**config.mk**
```make
export PLATFORM = sky130hd
export DESIGN_NAME = rnd_round_stage
export DESIGN_NICKNAME = d
export VERILOG_FILES = /design/src/rtl/rnd_round_stage_pkg.sv /design/src/rtl/rnd_round_stage_add.sv /design/src/rtl/rnd_round_stage.sv
export SDC_FILE = /design/constraint.sdc
export NUM_CORES = 1
export LEC_CHECK = 0
export ABC_CLOCK_PERIOD_IN_PS = 2920
export CAP_MARGIN = 20
export CORE_UTILIZATION = 50
export CTS_CLUSTER_SIZE = 10
export DETAILED_ROUTE_END_ITERATION = 10
export PLACE_DENSITY = 0.91
export SLEW_MARGIN = 40
export SYNTH_ARGS = -nofsm -noshare
export SYNTH_HDL_FRONTEND = slang
export SYNTH_SLANG_ARGS = --single-unit
```
**constraint.sdc**
```tcl
create_clock -name i_clk -period 2.92 [get_ports i_clk]
set_clock_uncertainty 0.1 [all_clocks]
set_input_delay 0.584 -clock i_clk [delete_from_list [all_inputs] [get_ports i_clk]]
set_output_delay 0.584 -clock i_clk [all_outputs]
set_load 0.05 [all_outputs]
```
**src/rtl/rnd_round_stage_pkg.sv**
```systemverilog
// Shared widths, constants and rounding-mode encoding for the rounding stage.
// Also holds the round-increment decision so every stage uses one definition.
package rnd_round_stage_pkg;

  localparam int MAN_W = 24;
  localparam int EXP_W = 8;
  localparam logic [EXP_W-1:0] EXP_MAX = 8'hFF;

  typedef enum logic [1:0] {
    RNE = 2'b00,
    RTZ = 2'b01,
    RUP = 2'b10,
    RDN = 2'b11
  } rnd_mode_e;

  // Round-up decision from mode, sign, significand LSB and {G,R,S}.
  function automatic logic calc_inc(input rnd_mode_e mode, input logic sign,
                                    input logic lsb, input logic [2:0] grs);
    logic inc;
    case (mode)
      RNE:     inc = grs[2] & (grs[1] | grs[0] | lsb);
      RTZ:     inc = 1'b0;
      RUP:     inc = ~sign & (|grs);
      RDN:     inc = sign & (|grs);
      default: inc = 1'b0;
    endcase
    return inc;
  endfunction

endpackage

```
**src/rtl/rnd_round_stage_add.sv**
```systemverilog
// Significand incrementer: adds a single carry-in bit and exposes the carry-out
// as the top bit of the sum.
module RND_add #(
  parameter int W = 24
) (
  input  logic [W-1:0] i_data,
  input  logic         i_carry,
  output logic [W:0]   o_sum
);

  assign o_sum = {1'b0, i_data} + {{W{1'b0}}, i_carry};

endmodule

```
**src/rtl/rnd_round_stage.sv**
```systemverilog
// Two-stage IEEE-style rounding stage: S1 captures the operand and decides the
// increment, S2 applies it and resolves carry-out, subnormal promotion and overflow.
module rnd_round_stage
  import rnd_round_stage_pkg::*;
(
  input  logic             i_clk,
  input  logic             i_rst,
  input  logic             i_valid,
  output logic             o_ready,
  input  logic             i_sign,
  input  logic [EXP_W-1:0] i_exp,
  input  logic [MAN_W-1:0] i_man,
  input  logic [2:0]       i_grs,
  input  logic [1:0]       i_rnd_mode,
  output logic             o_valid,
  input  logic             i_ready,
  output logic             o_sign,
  output logic [EXP_W-1:0] o_exp,
  output logic [MAN_W-2:0] o_man,
  output logic             o_inexact,
  output logic             o_overflow
);

  logic             r_s1_valid;
  logic             r_s1_sign;
  logic [EXP_W-1:0] r_s1_exp;
  logic [MAN_W-1:0] r_s1_man;
  logic             r_s1_inc;
  logic             r_s1_inexact;
  logic             r_s1_special;

  logic             w_s2_load;
  logic             w_s1_load;
  logic             w_in_special;
  logic             w_in_inc;
  logic [MAN_W:0]   w_sum;
  logic [EXP_W-1:0] w_exp_inc;
  logic [EXP_W-1:0] w_s2_exp;
  logic [MAN_W-2:0] w_s2_man;
  logic             w_s2_ovf;

  assign w_s2_load = ~o_valid | i_ready;
  assign w_s1_load = ~r_s1_valid | w_s2_load;
  assign o_ready   = ~i_rst & w_s1_load;

  // Inf/NaN operands bypass rounding entirely.
  assign w_in_special = (i_exp == EXP_MAX);
  assign w_in_inc     = w_in_special ? 1'b0
                      : calc_inc(rnd_mode_e'(i_rnd_mode), i_sign, i_man[0], i_grs);

  // S1: capture operand and increment decision
  always_ff @(posedge i_clk) begin
    if (i_rst) begin
      r_s1_valid   <= 1'b0;
      r_s1_sign    <= 1'b0;
      r_s1_exp     <= '0;
      r_s1_man     <= '0;
      r_s1_inc     <= 1'b0;
      r_s1_inexact <= 1'b0;
      r_s1_special <= 1'b0;
    end else if (w_s1_load) begin
      r_s1_valid   <= i_valid;
      r_s1_sign    <= i_sign;
      r_s1_exp     <= i_exp;
      r_s1_man     <= i_man;
      r_s1_inc     <= w_in_inc;
      r_s1_inexact <= ~w_in_special & (|i_grs);
      r_s1_special <= w_in_special;
    end else begin
      r_s1_valid   <= r_s1_valid;
    end
  end

  RND_add #(.W(MAN_W)) u_add (
    .i_data  (r_s1_man),
    .i_carry (r_s1_inc),
    .o_sum   (w_sum)
  );

  assign w_exp_inc = r_s1_exp + {{(EXP_W-1){1'b0}}, 1'b1};

  // S2 result: carry-out, subnormal promotion and overflow resolution
  always_comb begin
    w_s2_exp = r_s1_exp;
    w_s2_man = w_sum[MAN_W-2:0];
    w_s2_ovf = 1'b0;
    if (r_s1_special) begin
      w_s2_man = r_s1_man[MAN_W-2:0];
    end else if (w_sum[MAN_W]) begin
      w_s2_exp = w_exp_inc;
      w_s2_man = '0;
      w_s2_ovf = (w_exp_inc == EXP_MAX);
    end else if ((r_s1_exp == '0) && w_sum[MAN_W-1]) begin
      w_s2_exp = {{(EXP_W-1){1'b0}}, 1'b1};
    end else begin
      w_s2_exp = r_s1_exp;
    end
  end

  // S2: registered outputs, held while downstream stalls
  always_ff @(posedge i_clk) begin
    if (i_rst) begin
      o_valid    <= 1'b0;
      o_sign     <= 1'b0;
      o_exp      <= '0;
      o_man      <= '0;
      o_inexact  <= 1'b0;
      o_overflow <= 1'b0;
    end else if (w_s2_load) begin
      o_valid <= r_s1_valid;
      if (r_s1_valid) begin
        o_sign     <= r_s1_sign;
        o_exp      <= w_s2_exp;
        o_man      <= w_s2_man;
        o_inexact  <= r_s1_inexact;
        o_overflow <= w_s2_ovf;
      end else begin
        o_sign     <= o_sign;
      end
    end else begin
      o_valid <= o_valid;
    end
  end

endmodule

```
==> run_results.csv, run 1 <==
group,metric,value,unit
run_status,status,"finished, violations left",
run_status,violations,"DRC",
cts,numCtsBuffers,9,
setup_path,endpoint_kind,"register",
synthesis,ys.warnings.count,0,
synthesis,ys_seq_elements,72,
timing,finalHoldViolations,0,
cts,cts_max_path_buffers,2,
synthesis,yosysUniqueCellTypes,49,
timing,maxSlewViolCount,0,
synthesis,synth_top_area_share,0.422,
global_route,antenna_found_initial,0,
timing,whs,360,ps
setup_path,r2r_cells,8,
setup_path,path_max_fanout,14,
finish,antenna_cells,0,
setup_path,critPathKind,"register to register",
route,dr.pass1.iters,9,
global_route,grt_pass1_wl,14200,um
timing,max_freq,0.398,GHz
floorplan,num_io_pins,78,
route,wl_per_cell,15.1,um
route,wl,8750,um
route,ant_nets,0,
floorplan,die-area,0.00716,mm^2
floorplan,start_util,0.528,
worst_hold_path,hold_path.class,"register to register",
finish,nFillCells,495,
synthesis,syn_area,0.00341,mm^2
power_and_ir_drop,finalPower,2.42,mW
timing,rsz0062_at_grt,"false",
placed_design,place.gp.congestion,0.886,
route,route.detailed.drc,4,
finish,layout_common_cells,"107 x nand2_1, 75 x clkdlybuf4s50_1, 72 x dfxtp_1, 44 x a21oi_1, 34 x nor2_1",
global_route,grt_pass1_vias,3115,
synthesis,synthesis.nets,481,
worst_hold_path,min_path_cells,2,
route,drt_iter0_markers,352,
cts,cts-htree-levels,3,
cts,root_buffer,"clkbuf_8",
floorplan,die_w,84.6,um
synthesis,synth_edf_count,0,
placed_design,dpl-instance-area,0.00418,mm^2
setup_path,cp.required,3100,ps
finish,final_net_count,546,
synthesis,yosys.area.top_type,"dfxtp_1",
global_route,grt_max_degree,38,
floorplan,die_h,84.6,um
timing,max_slew_margin,0.647,
timing,setup_tns,0,ps
cts,clk_latency,360,ps
power_and_ir_drop,vdd_drop_max,0.000285,V
cts,cts_resized,0,
route,via_per_inst,5.81,
cts,cts_tree,"done",
power_and_ir_drop,pwr_density_cell,545,mW/mm^2
synthesis,synthArstFlopShare,0,
finish,syn_to_final_growth,29.9,%
setup_path,arrival,2690,ps
power_and_ir_drop,p_leak,1.58,nW
global_route,globalRouteOverflowTotal,0,
timing,fin_crit,2510,ps
synthesis,postSynthAreaPerCell,7.86,um^2
cts,cts_sinks,72,
floorplan,coreArea,0.00646,mm^2
synthesis,synthCells,434,
finish,final_area,0.00443,mm^2
cts,holdBufCountCts,0,
floorplan,core.rowCount,29,
cts,post_cts_buffers,0,
cts,clk_pin_slew_worst_paths,90,ps
timing,tightestPinTransition,529,ps
route,via_count,3373,
placed_design,hpwl,6360,um
timing,post-route-period-util,0.861,
timing,final-setup-viol-count,0,
synthesis,synthFlopType,"dfxtp_1",
setup_path,start_kind,"register",
flow_run,max_cap_viol_count,0,
synthesis,synth_area_leaders,"dfxtp_1 42%, nand2_1 12%, a21oi_1 6.5%",
placed_design,port_buffers,77,
synthesis,synth-seq-area-share,0.422,
finish,final_common_cell,"nand2_1",
finish,drive_gt1_frac,0.0754,
global_route,grtUsageTotal,0.251,
flip-flops by register name (all words and copies together), names as in the netlist:
name and count:
o_overflow 1, o_man 23, r_s1_special 1, o_inexact 1
r_s1_sign 1, o_sign 1, r_s1_exp 8, r_s1_inc 1
r_s1_valid 1, r_s1_inexact 1, o_valid 1, r_s1_man 24
o_exp 8
metal layers:
layer	global-route usage	vias to the layer above	part of all wire	routed length, um
met5	0	-	0	0
met4	0.134	0	0.036	312
met3	0.0472	38	0.080	703
met2	0.432	187	0.49	4310
met1	0.296	1527	0.39	3430
li1	-	1621	-	-
cells by family after synthesis:
kind of cell | synth area share
AOI/OAI and AO/OA | 0.142
muxes | 0.00990
and+or+nand+nor | 0.286
xor gates and xnor gates | 0.0719
buffers and inverters | 0.0491
adders and majority gates | 0.0183
DFF | 0.422
power breakdown:
part / internal [mW] / leakage (nW) / switching (mW) / total [mW]
combinational: 0.147 / 0.862 / 0.190 / 0.337
sequential: 1.03 / 0.594 / 0.0554 / 1.09
clock: 0.579 / 0.122 / 0.411 / 0.990
through the flow:
stage          worst slack, ps  std cells   util
6_report                   407        581  0.686
5_1_grt                    307        581  0.686
4_1_cts                    421        581  0.686
3_5_place_dp               482        565  0.647
3_3_place_gp               565        565  0.647
2_1_floorplan              528        434      -
critical path: stages (launching register included):
cell and delay (ps):
dfxtp_1 380, ha_1 210, ha_1 200, nand3b_1 140, or3_1 360, buf_4 210, nor4_1 480, xnor2_1 110
a211oi_1 230
cell type report:
cell class,instances,area (um^2),area share
Multi-Input combinational cell,327,1810,0.407
Sequential cell,72,1440,0.325
Timing Repair Buffer,85,823,0.186
Clock inverter,7,126,0.0285
Clock buffer,9,124,0.0280
Tap cell,77,96.3,0.0217
Inverter,4,15.0,0.00339
cells in the mapped netlist (8+ instances only):
library cell,instances
a21oi_1,44
o21ai_0,9
nor2_1,34
nor4_1,8
nand2_1,107
xnor2_1,20
nand3_1,16
a211oi_1,15
xor2_1,8
nor3_1,8
dfxtp_1,72
clkbuf_1,24
worst paths after layout:
path	slack (ps)	endpoint	start
worst max-delay path	410	o_exp[4]	r_s1_man[0]
worst min-delay path	360	o_man[7]	o_man[7]
worst max register to register	410	o_exp[4]	r_s1_man[0]
worst min register to register	360	o_man[7]	o_man[7]
Note: power is estimated with default switching activity, not from simulation.
==> inputs of run 2 (changes only) <==
--- a/config.mk
+++ b/config.mk
@@ -11,6 +11,7 @@
 export CTS_CLUSTER_SIZE = 10
 export DETAILED_ROUTE_END_ITERATION = 10
 export PLACE_DENSITY = 0.91
+export SETUP_SLACK_MARGIN = 0.15
 export SLEW_MARGIN = 40
 export SYNTH_ARGS = -nofsm -noshare
 export SYNTH_HDL_FRONTEND = slang
==> results of run 2 <==
No change in the layout: final DEF, timing and power equal those of run 1.
==> inputs of run 3 (changes only) <==
--- a/config.mk
+++ b/config.mk
@@ -7,6 +7,7 @@
 export LEC_CHECK = 0
 export ABC_CLOCK_PERIOD_IN_PS = 2920
 export CAP_MARGIN = 20
+export CORE_MARGIN = 2
 export CORE_UTILIZATION = 50
 export CTS_CLUSTER_SIZE = 10
 export DETAILED_ROUTE_END_ITERATION = 10
@@ -16,3 +17,4 @@
 export SYNTH_ARGS = -nofsm -noshare
 export SYNTH_HDL_FRONTEND = slang
 export SYNTH_SLANG_ARGS = --single-unit
+export TNS_END_PERCENT = 50
==> run 3 against run 2 <==
Against the previous run:
- first-iteration DRC count is 46% lower
- power is 11% lower
- the flow now finishes without violations
- maximum frequency is 1.6% higher
- setup slack better by 40 ps
- clock power is 27% lower
- critical path type unchanged
- critical endpoint is now o_man[11]
- final cell count stayed put
- highest routed layer unchanged
- non-clock buffer count is 1 lower
==> run_results.csv, run 3 (synthesis results as in run 1) <==
group,metric,value,unit
placed_design,hpwl,6190,um
power_and_ir_drop,pwr_density_cell,494,mW/mm^2
global_route,grt_pass1_vias,3032,
cts,cts_tree,"done",
route,drt_iter0_markers,189,
timing,final-setup-viol-count,0,
global_route,grt_max_degree,42,
placed_design,port_buffers,77,
floorplan,die_w,86.6,um
finish,top_register,"r_s1_man",
timing,max_freq,0.404,GHz
run_status,status,"completed",
setup_path,r2r_cells,5,
floorplan,num_io_pins,78,
worst_hold_path,min_path_cells,2,
route,via_per_inst,5.66,
placed_design,dpl-instance-area,0.00418,mm^2
global_route,antenna_found_initial,0,
setup_path,critPathKind,"register to register",
global_route,grt_pass1_wl,13600,um
worst_hold_path,hold_path.class,"register to register",
floorplan,start_util,0.511,
cts,holdBufCountCts,0,
finish,final_common_cell,"nand2_1",
cts,cts_resized,0,
finish,drive_gt1_frac,0.0699,
route,wl_per_cell,14.4,um
route,wl,8390,um
timing,rsz0062_at_grt,"false",
route,route.detailed.drc,0,
finish,final_area,0.00435,mm^2
cts,clk_pin_slew_worst_paths,70,ps
global_route,grtUsageTotal,0.230,
timing,setup_tns,0,ps
floorplan,die-area,0.00750,mm^2
finish,largest_reg_flops,24,
timing,post-route-period-util,0.847,
setup_path,path_max_fanout,9,
power_and_ir_drop,p_leak,1.55,nW
setup_path,cp.required,3050,ps
timing,tightestPinTransition,541,ps
timing,maxSlewViolCount,0,
setup_path,start_kind,"register",
power_and_ir_drop,vdd_drop_max,0.000248,V
route,dr.pass1.iters,5,
cts,post_cts_buffers,0,
finish,reg.largest.list,"r_s1_man (24), o_man (23)",
finish,final_core_util,0.651,
floorplan,core.rowCount,30,
power_and_ir_drop,finalPower,2.15,mW
finish,final_net_count,545,
floorplan,die_h,86.6,um
cts,numCtsBuffers,9,
route,ant_nets,0,
cts,cts-htree-levels,3,
finish,antenna_cells,0,
cts,cts_sinks,72,
placed_design,place.gp.congestion,0.856,
global_route,globalRouteOverflowTotal,0,
finish,layout_common_cells,"107 x nand2_1, 75 x clkdlybuf4s50_1, 72 x dfxtp_1, 44 x a21oi_1, 34 x nor2_1",
timing,max_slew_margin,0.640,
flow_run,max_cap_viol_count,0,
cts,clk_latency,350,ps
cts,cts_max_path_buffers,2,
setup_path,arrival,2600,ps
route,via_count,3289,
setup_path,endpoint_kind,"register",
timing,whs,363,ps
timing,finalHoldViolations,0,
floorplan,coreArea,0.00668,mm^2
timing,fin_crit,2470,ps
finish,syn_to_final_growth,27.5,%
cts,root_buffer,"clkbuf_8",
[run 3: changes by cell type in the layout (fill, tap and decap cells not counted)]
cell / change
buf_4: -1
inv_6: -2
clkinvlp_4: -1
clkinv_2: +4
bufinv_16: -2
inv_8: -1
[run 3: critical path, stage by stage, from the launching register on]
cell     delay, ps
dfxtp_1        470
and4_1         280
or4b_1         600
or3_1          560
nand2_1        220
o21ai_0        120
[run 3: final timing paths]
check	from	end	slack, ps
worst max-delay path	r_s1_man[16]	o_man[11]	450
worst min-delay path	r_s1_sign	r_s1_sign	360
worst max register to register	r_s1_man[16]	o_man[11]	450
worst min register to register	r_s1_sign	r_s1_sign	360
[run 3: power breakdown]
| part | total [mW] | leakage [nW] | internal [mW] | switching [mW] |
|---|---|---|---|---|
| combinational | 0.335 | 0.857 | 0.146 | 0.189 |
| sequential | 1.09 | 0.594 | 1.03 | 0.0551 |
| clock | 0.724 | 0.0945 | 0.378 | 0.345 |
[run 3: final cells by class]
class / count / area [um^2]
Multi-Input combinational cell: 327 / 1810
Sequential cell: 72 / 1440
Clock buffer: 9 / 124
Inverter: 4 / 15.0
Clock inverter: 5 / 50.0
Timing Repair Buffer: 84 / 816
Fill cell: 572 / 2330
Tap cell: 80 / 100
[run 3: stage by stage]
step,cells,worst slack [ps]
floorplan,434,528
global placement,567,574
detailed placement,567,490
CTS,581,468
global route,581,265
finish,581,447
[run 3: metal layers]
metal,up-vias,part of all wire,track usage
met5,-,0,0
met4,0,0.031,0.119
met3,25,0.052,0.0371
met2,134,0.49,0.402
met1,1519,0.43,0.269
li1,1611,-,-
